`src/rtl/lcd_init_sequencer.sv`:
```
// rtl/lcd_init_sequencer.sv - replays a host-loaded init sequence (words, delays, end marker) to the lcd init port.
module lcd_init_sequencer #(
  parameter int DEPTH      = 256,
  parameter int ADDR_W     = 8,
  parameter int DELAY_UNIT = 48000
) (
  input  logic              i_clk,
  input  logic              i_reset_n,
  input  logic              i_wr_en,
  input  logic [ADDR_W-1:0] i_wr_addr,
  input  logic [15:0]       i_wr_data,
  input  logic              i_start,
  output logic [8:0]        o_init_rom,
  output logic              o_init_rdy,
  input  logic              i_init_ack,
  output logic              o_init_done,
  output logic              o_busy,
  output logic              o_error
);

  localparam int PW = (DELAY_UNIT > 1) ? $clog2(DELAY_UNIT) : 1;
  localparam logic [ADDR_W-1:0] LAST_ADDR = ADDR_W'(DEPTH - 1);
  localparam logic [PW-1:0] PRESC_RELOAD = PW'(DELAY_UNIT - 1);

  typedef enum logic [2:0] {
    S_IDLE, S_FETCH, S_DECODE, S_SEND, S_DELAY, S_DONE
  } state_t;

  state_t            r_state, w_state_nxt;
  logic [ADDR_W-1:0] r_addr, w_addr_nxt;
  logic [ADDR_W-1:0] r_raddr;
  logic [15:0]       r_mem [DEPTH];
  logic [15:0]       r_rd_data;
  logic              r_fetch_ph, w_fetch_ph_nxt;
  logic [8:0]        r_rom, w_rom_nxt;
  logic              r_error, w_error_nxt;
  logic [13:0]       r_ticks, w_ticks_nxt;
  logic [PW-1:0]     r_presc, w_presc_nxt;
  logic              w_adv;
  logic              w_busy;

  assign w_busy      = (r_state != S_IDLE) && (r_state != S_DONE);
  assign o_busy      = w_busy;
  assign o_init_rdy  = (r_state == S_SEND);
  assign o_init_done = (r_state == S_DONE);
  assign o_init_rom  = r_rom;
  assign o_error     = r_error;

  // Read address is registered first, then the array read; FETCH therefore spans two cycles.
  always_ff @(posedge i_clk) begin
    if (i_wr_en && !w_busy) begin
      r_mem[i_wr_addr] <= i_wr_data;
    end
    r_raddr   <= r_addr;
    r_rd_data <= r_mem[r_raddr];
  end

  always_ff @(posedge i_clk or negedge i_reset_n) begin
    if (!i_reset_n) begin
      r_state    <= S_IDLE;
      r_addr     <= '0;
      r_fetch_ph <= 1'b0;
      r_rom      <= '0;
      r_error    <= 1'b0;
      r_ticks    <= '0;
      r_presc    <= '0;
    end else begin
      r_state    <= w_state_nxt;
      r_addr     <= w_addr_nxt;
      r_fetch_ph <= w_fetch_ph_nxt;
      r_rom      <= w_rom_nxt;
      r_error    <= w_error_nxt;
      r_ticks    <= w_ticks_nxt;
      r_presc    <= w_presc_nxt;
    end
  end

  always_comb begin
    w_state_nxt    = r_state;
    w_addr_nxt     = r_addr;
    w_fetch_ph_nxt = r_fetch_ph;
    w_rom_nxt      = r_rom;
    w_error_nxt    = r_error;
    w_ticks_nxt    = r_ticks;
    w_presc_nxt    = r_presc;
    w_adv          = 1'b0;

    case (r_state)
      S_IDLE: begin
        if (i_start) begin
          w_state_nxt    = S_FETCH;
          w_addr_nxt     = '0;
          w_fetch_ph_nxt = 1'b0;
        end
      end
      S_FETCH: begin
        if (!r_fetch_ph) begin
          w_fetch_ph_nxt = 1'b1;
        end else begin
          w_fetch_ph_nxt = 1'b0;
          w_state_nxt    = S_DECODE;
        end
      end
      S_DECODE: begin
        if (r_rd_data[15]) begin
          w_state_nxt = S_DONE;
        end else if (r_rd_data[14]) begin
          if (r_rd_data[13:0] == 14'd0) begin
            w_adv = 1'b1;
          end else begin
            w_ticks_nxt = r_rd_data[13:0];
            w_presc_nxt = PRESC_RELOAD;
            w_state_nxt = S_DELAY;
          end
        end else begin
          w_rom_nxt   = r_rd_data[8:0];
          w_state_nxt = S_SEND;
        end
      end
      S_SEND: begin
        if (i_init_ack) begin
          w_adv = 1'b1;
        end
      end
      S_DELAY: begin
        if (r_presc == '0) begin
          if (r_ticks == 14'd1) begin
            w_adv = 1'b1;
          end else begin
            w_ticks_nxt = r_ticks - 14'd1;
            w_presc_nxt = PRESC_RELOAD;
          end
        end else begin
          w_presc_nxt = r_presc - PW'(1);
        end
      end
      S_DONE: begin
        w_state_nxt = S_DONE;
      end
      default: begin
        w_state_nxt = S_IDLE;
      end
    endcase

    // Running off the end of memory never wraps: it finishes with the error flag set.
    if (w_adv) begin
      if (r_addr == LAST_ADDR) begin
        w_state_nxt = S_DONE;
        w_error_nxt = 1'b1;
      end else begin
        w_addr_nxt     = r_addr + ADDR_W'(1);
        w_fetch_ph_nxt = 1'b0;
        w_state_nxt    = S_FETCH;
      end
    end
  end

endmodule

```
`config.mk`:
```
export PLATFORM = sky130hd
export DESIGN_NAME = lcd_init_sequencer
export DESIGN_NICKNAME = d
export VERILOG_FILES = /design/src/rtl/lcd_init_sequencer.sv
export SDC_FILE = /design/constraint.sdc
export NUM_CORES = 2
export LEC_CHECK = 0
export ABC_AREA = 1
export CAP_MARGIN = 5
export CELL_PAD_IN_SITES_DETAIL_PLACEMENT = 2
export CELL_PAD_IN_SITES_GLOBAL_PLACEMENT = 2
export CORE_ASPECT_RATIO = 1.1
export CORE_UTILIZATION = 25
export DETAILED_ROUTE_END_ITERATION = 10
export GPL_TIMING_DRIVEN = 1
export PLACE_DENSITY = 0.5
export SETUP_SLACK_MARGIN = 0.1
export SYNTH_ARGS = -nofsm -noshare
export SYNTH_HDL_FRONTEND = slang
export SYNTH_SLANG_ARGS = --single-unit
```
`constraint.sdc`:
```
create_clock -name i_clk -period 3.09 [get_ports i_clk]
set_clock_uncertainty 0.15 [all_clocks]
set_input_delay 0.618 -clock i_clk [delete_from_list [all_inputs] [get_ports i_clk]]
set_output_delay 0.618 -clock i_clk [all_outputs]
set_load 0.02 [all_outputs]
```
==> results <==
- The number of standard-cell rows in the floorplan is 316.
- Overall power consumption after layout is estimated at 178 mW.
- The leakage component of the power is 74.6 nW.
- Walking the worst path, the cells encountered are buf_12 -> buf_16 -> buf_16 -> buf_16 -> buf_4 -> clkbuf_16 -> nand2_1 -> nand3_1 -> nand3_1 -> nand3_1 -> nand3_2 -> nand3_2 -> nand3_1 -> buf_6 -> nand2_1 -> nand2_1 -> nand2_1.
- The commonest cells after synthesis are sky130_fd_sc_hd__nand2_1 (4313), sky130_fd_sc_hd__edfxtp_1 (4096), sky130_fd_sc_hd__nand3_1 (4072).
- The flow ran to the end, and the final reports show no timing, DRC or antenna violations.
- The cell area after technology mapping is 0.169 sq mm.
- Measured along the y axis, the die boundary spans 865 um.
- The count of flip-flops with a built-in enable after synthesis is 4096.
- The endpoint type of the worst setup path is a register.
- Across all register-to-register paths, the minimum setup slack is 0.04 ns.
- The number of filler instances in the final layout is 70.5k.
- In the final design database the tool counted 15.2k nets.
- Max-cap violations in this run came to 0.
- The count of buffering cells on the critical path with inverters included is 7.
- The core region is 0.674 sq mm.
- Once detail routing completed, the nets flagged for antenna violations numbered 0.
- Clock tree synthesis selected as its root buffer the cell sky130_fd_sc_hd__clkbuf_16.
- The cell area after placement is 0.193 sq mm.
- Yosys printed 0 warnings.
- The full die area is 0.681 sq mm.
- The global-route total usage across every layer is 0.198.
- The worst hold path terminates at r_state[1].
- Sorting the synthesized cells by area gives the leading types as sky130_fd_sc_hd__edfxtp_1 (73%), sky130_fd_sc_hd__nand3_1 (12%), sky130_fd_sc_hd__nand2_1 (9.6%).
- The count of final max-slew check failures is 0.
- The number of top-level design ports is 42.
- Setup repair after global routing could not meet its margin everywhere.
- The share of Yosys cell area claimed by the top area cell type is 0.726.
- The routed wirelength normalized by instance count is 28.6 um.
- The per-cell via count in the routed design is 4.81.
- The post-synthesis to final-layout area growth is 25.6%.
- The post-detailed-routing wire length is 700000 um.
- The clock sink count is 4172.
- Setup violations remaining at the end of the flow were counted as 0.
- The summed area of non-filler cells in the final layout is 0.213 sq mm.
- The normalized max-slew margin is 0.195.
- The most frequently used cell type in the post-synthesis netlist is sky130_fd_sc_hd__nand2_1.
- The number of global-route vias before repair is 126k.
- The number of distinct library cells after synthesis is 37.
- The horizontal die dimension is 787 um.
- The first global-routing pass estimated 979000 um of wire.
- The smallest hold slack is 0.202 ns.
- For this run, asynchronously set or reset flops after synthesis account for 0.0125.
- The clock latency on the worst-skew pair is 1.10 ns.
- The start of the worst register-to-register path is r_raddr[0].
- The vias after detailed routing is 118k.
- The number of storage elements in the synthesis netlist is 4172.
- The worst register-to-register path ends at r_rd_data[10].
- The number of buffers created by CTS is 477.
- Counting cells, the worst reg-to-reg path comes to 17.
- Clock-pin slew was measured on the worst setup and hold paths at 0.06 ns.
- For this run, the register share of the synthesized area comes to 0.736.
- The final routed DRC violation total is 0.
- The clock passes through at most 4 buffers.
- The initial utilization of the core area, before any placement, comes to 0.251.
- The share of the clock period used by the worst path is 0.988.
- For this run, the top clock speed supported by timing is 0.328 GHz.
- The clock tree from TritonCTS is built.
- The maximum number of pins on one net before global-route repair is 92.
- The largest driver fanout on the critical path is 15.
- The largest vdd supply drop is 568 uV.
- In this run the mean area of a mapped cell was 12.1 sq um.
- The initial antenna violation count is 38.
- The routed design could run at a clock period as short as 3.05 ns.
- After global routing the overflow that remains totals 0.
- The slowest stage cell on the critical path is sky130_fd_sc_hd__dfxtp_4.
- The level count of the clock H-tree is 5.
- The HPWL after detailed placement is 448000 um.
- The number of input and output port buffers inserted is 41.
- The layout cell share with drive strength beyond 1 is 0.168.
- The flip-flop cell with the highest count after synthesis is sky130_fd_sc_hd__edfxtp_1.
- The pin slew with the least headroom to its limit is 1.21 ns.
- The pre-antenna-repair detailed-routing pass consisted of 5 iterations.
- On the critical path the largest part of the delay comes from buffers and inverters.
- The leading area contributor after synthesis is sky130_fd_sc_hd__edfxtp_1.
- Counting instances, the worst hold path has a depth of 5.
- For this design the ratio of total power to cell area is 836 mW/mm^2.
- The worst setup path is of the reg2reg kind.
- The net count after synthesis is 14.1k.
- The critical path's largest stage delay is 0.44 ns.
- The gate count after technology mapping is 14.0k.
- STA puts the critical path data required time at 3.98 ns.
- The class of the tightest hold or removal check is in2reg.
- The violation count after the first detailed-routing iteration is 7233.
- The final weighted congestion of routability-driven global placement is 0.777.
- The startpoint of the worst hold path is i_start.
- The count of endpoints failing hold in the final timing report is 0.
- STA classifies the critical path startpoint as a register.
- The data arrival time of the worst path is 3.95 ns.
==> sequential cells by signal, summed over array words and instances, names as in the netlist <==
register / count
r_addr: 8
r_presc: 16
r_state: 3
o_init_rom: 9
r_ticks: 14
r_raddr: 8
r_mem: 4096
r_rd_data: 16
o_error: 1
r_fetch_ph: 1
==> kinds of logic (layout without fill, tap and decap cells) <==
kind of cell | Yosys count | after routing | share of synthesized area
AOI/OAI and AO/OA | 83 | 83 | 0.00253
xor gates and xnor gates | 11 | 11 | 0.000569
adders and majority gates | 5 | 5 | 0.000369
buffers and inverters | 1025 | 2532 | 0.0355
DFF | 4172 | 4172 | 0.736
other | 0 | 17 | 0
and+or+nand+nor | 8739 | 8739 | 0.225
==> cells in the final DEF, fill, tap and decap left out, types with 21 or more instances in the layout <==
cell	netlist	layout
sky130_fd_sc_hd__buf_12	1	540
sky130_fd_sc_hd__clkbuf_1	134	133
sky130_fd_sc_hd__buf_8	4	24
sky130_fd_sc_hd__nand3_2	5	252
sky130_fd_sc_hd__nor2_1	309	238
sky130_fd_sc_hd__nor2_2	4	74
sky130_fd_sc_hd__dfrtp_1	52	52
sky130_fd_sc_hd__edfxtp_1	4096	4096
sky130_fd_sc_hd__clkinv_2	0	81
sky130_fd_sc_hd__bufinv_16	0	23
sky130_fd_sc_hd__clkdlybuf4s50_1	0	21
sky130_fd_sc_hd__nand3_4	0	57
sky130_fd_sc_hd__clkinv_1	1	108
sky130_fd_sc_hd__inv_1	71	67
sky130_fd_sc_hd__o21ai_0	52	52
sky130_fd_sc_hd__buf_4	55	827
sky130_fd_sc_hd__nand2_1	4313	4285
sky130_fd_sc_hd__clkbuf_16	0	503
sky130_fd_sc_hd__buf_6	167	64
sky130_fd_sc_hd__buf_16	0	45
sky130_fd_sc_hd__nand3_1	4072	3768
==> final cells by class <==
type	count	area, sq um	share of cell area
Sequential cell	4172	125000	0.586
Multi-Input combinational cell	8838	40900	0.192
Timing Repair Buffer	1577	20700	0.0972
Clock buffer	627	12700	0.0596
Tap cell	8904	11100	0.0523
Clock inverter	246	2170	0.0102
Inverter	80	364	0.00171
Antenna cell	17	42.5	0.000200
Timing Repair inverter	2	36.3	0.000170
==> worst max-delay path by stage <==
stage,slack [ns],start,cells after the start,end
after floorplan,0.33,r_state[1],8,r_mem[224][0]
after global placement,-0.61,r_raddr[0],15,r_rd_data[4]
after global routing,-0.02,r_raddr[0],16,r_rd_data[9]
after detailed placement,-0.61,r_raddr[0],15,r_rd_data[4]
final,0.04,r_raddr[0],17,r_rd_data[10]
after CTS,0.04,r_raddr[0],14,r_rd_data[8]
==> metal layers <==
| layer | up-vias | share of wire | track usage |
|---|---|---|---|
| met5 | - | 0 | 0 |
| li1 | 52400 | - | - |
| met3 | 700 | 0.028 | 0.0183 |
| met1 | 62700 | 0.45 | 0.261 |
| met4 | 0 | 0.026 | 0.0466 |
| met2 | 1763 | 0.50 | 0.352 |
==> report_power, final <==
group / internal [mW] / leakage (nW) / switching, mW / total, mW
combinational: 20.7 / 29.7 / 38.8 / 59.5
clock: 30.7 / 7.23 / 24.5 / 55.2
sequential: 62.6 / 37.6 / 0.779 / 63.4
==> tightest hold or removal path, cell delays in order <==
cell	delay [ns]
sky130_fd_sc_hd__clkdlybuf4s50_1	0.43
sky130_fd_sc_hd__nor2_1	0.12
sky130_fd_sc_hd__nor4_1	0.07
sky130_fd_sc_hd__nand3_1	0.08
sky130_fd_sc_hd__a21oi_1	0.06
==> what timing repair did <==
action,in CTS,in global routing
endpoints found under the setup margin,1047,79
gates resized for setup,352,201
gates cloned,24,28
endpoints found under the hold margin,715,0
setup buffers,29,27
pin swaps,16,32
hold buffers,19,0
==> metrics by stage <==
| stage | instances | TNS [ns] | worst slack, ns | utilization |
|---|---|---|---|---|
| 6_report | 24500 | 0 | 0.0380 | 0.316 |
| 2_1_floorplan | 14000 | 0 | 0.334 | - |
| 4_1_cts | 24400 | 0 | 0.0412 | 0.313 |
| 3_3_place_gp | 23400 | -222.22 | -0.607 | 0.287 |
| 3_5_place_dp | 23400 | -238.83 | -0.606 | 0.287 |
| 5_1_grt | 24500 | -0.0371 | -0.0176 | 0.316 |
Power figures use the tool's default switching activity.
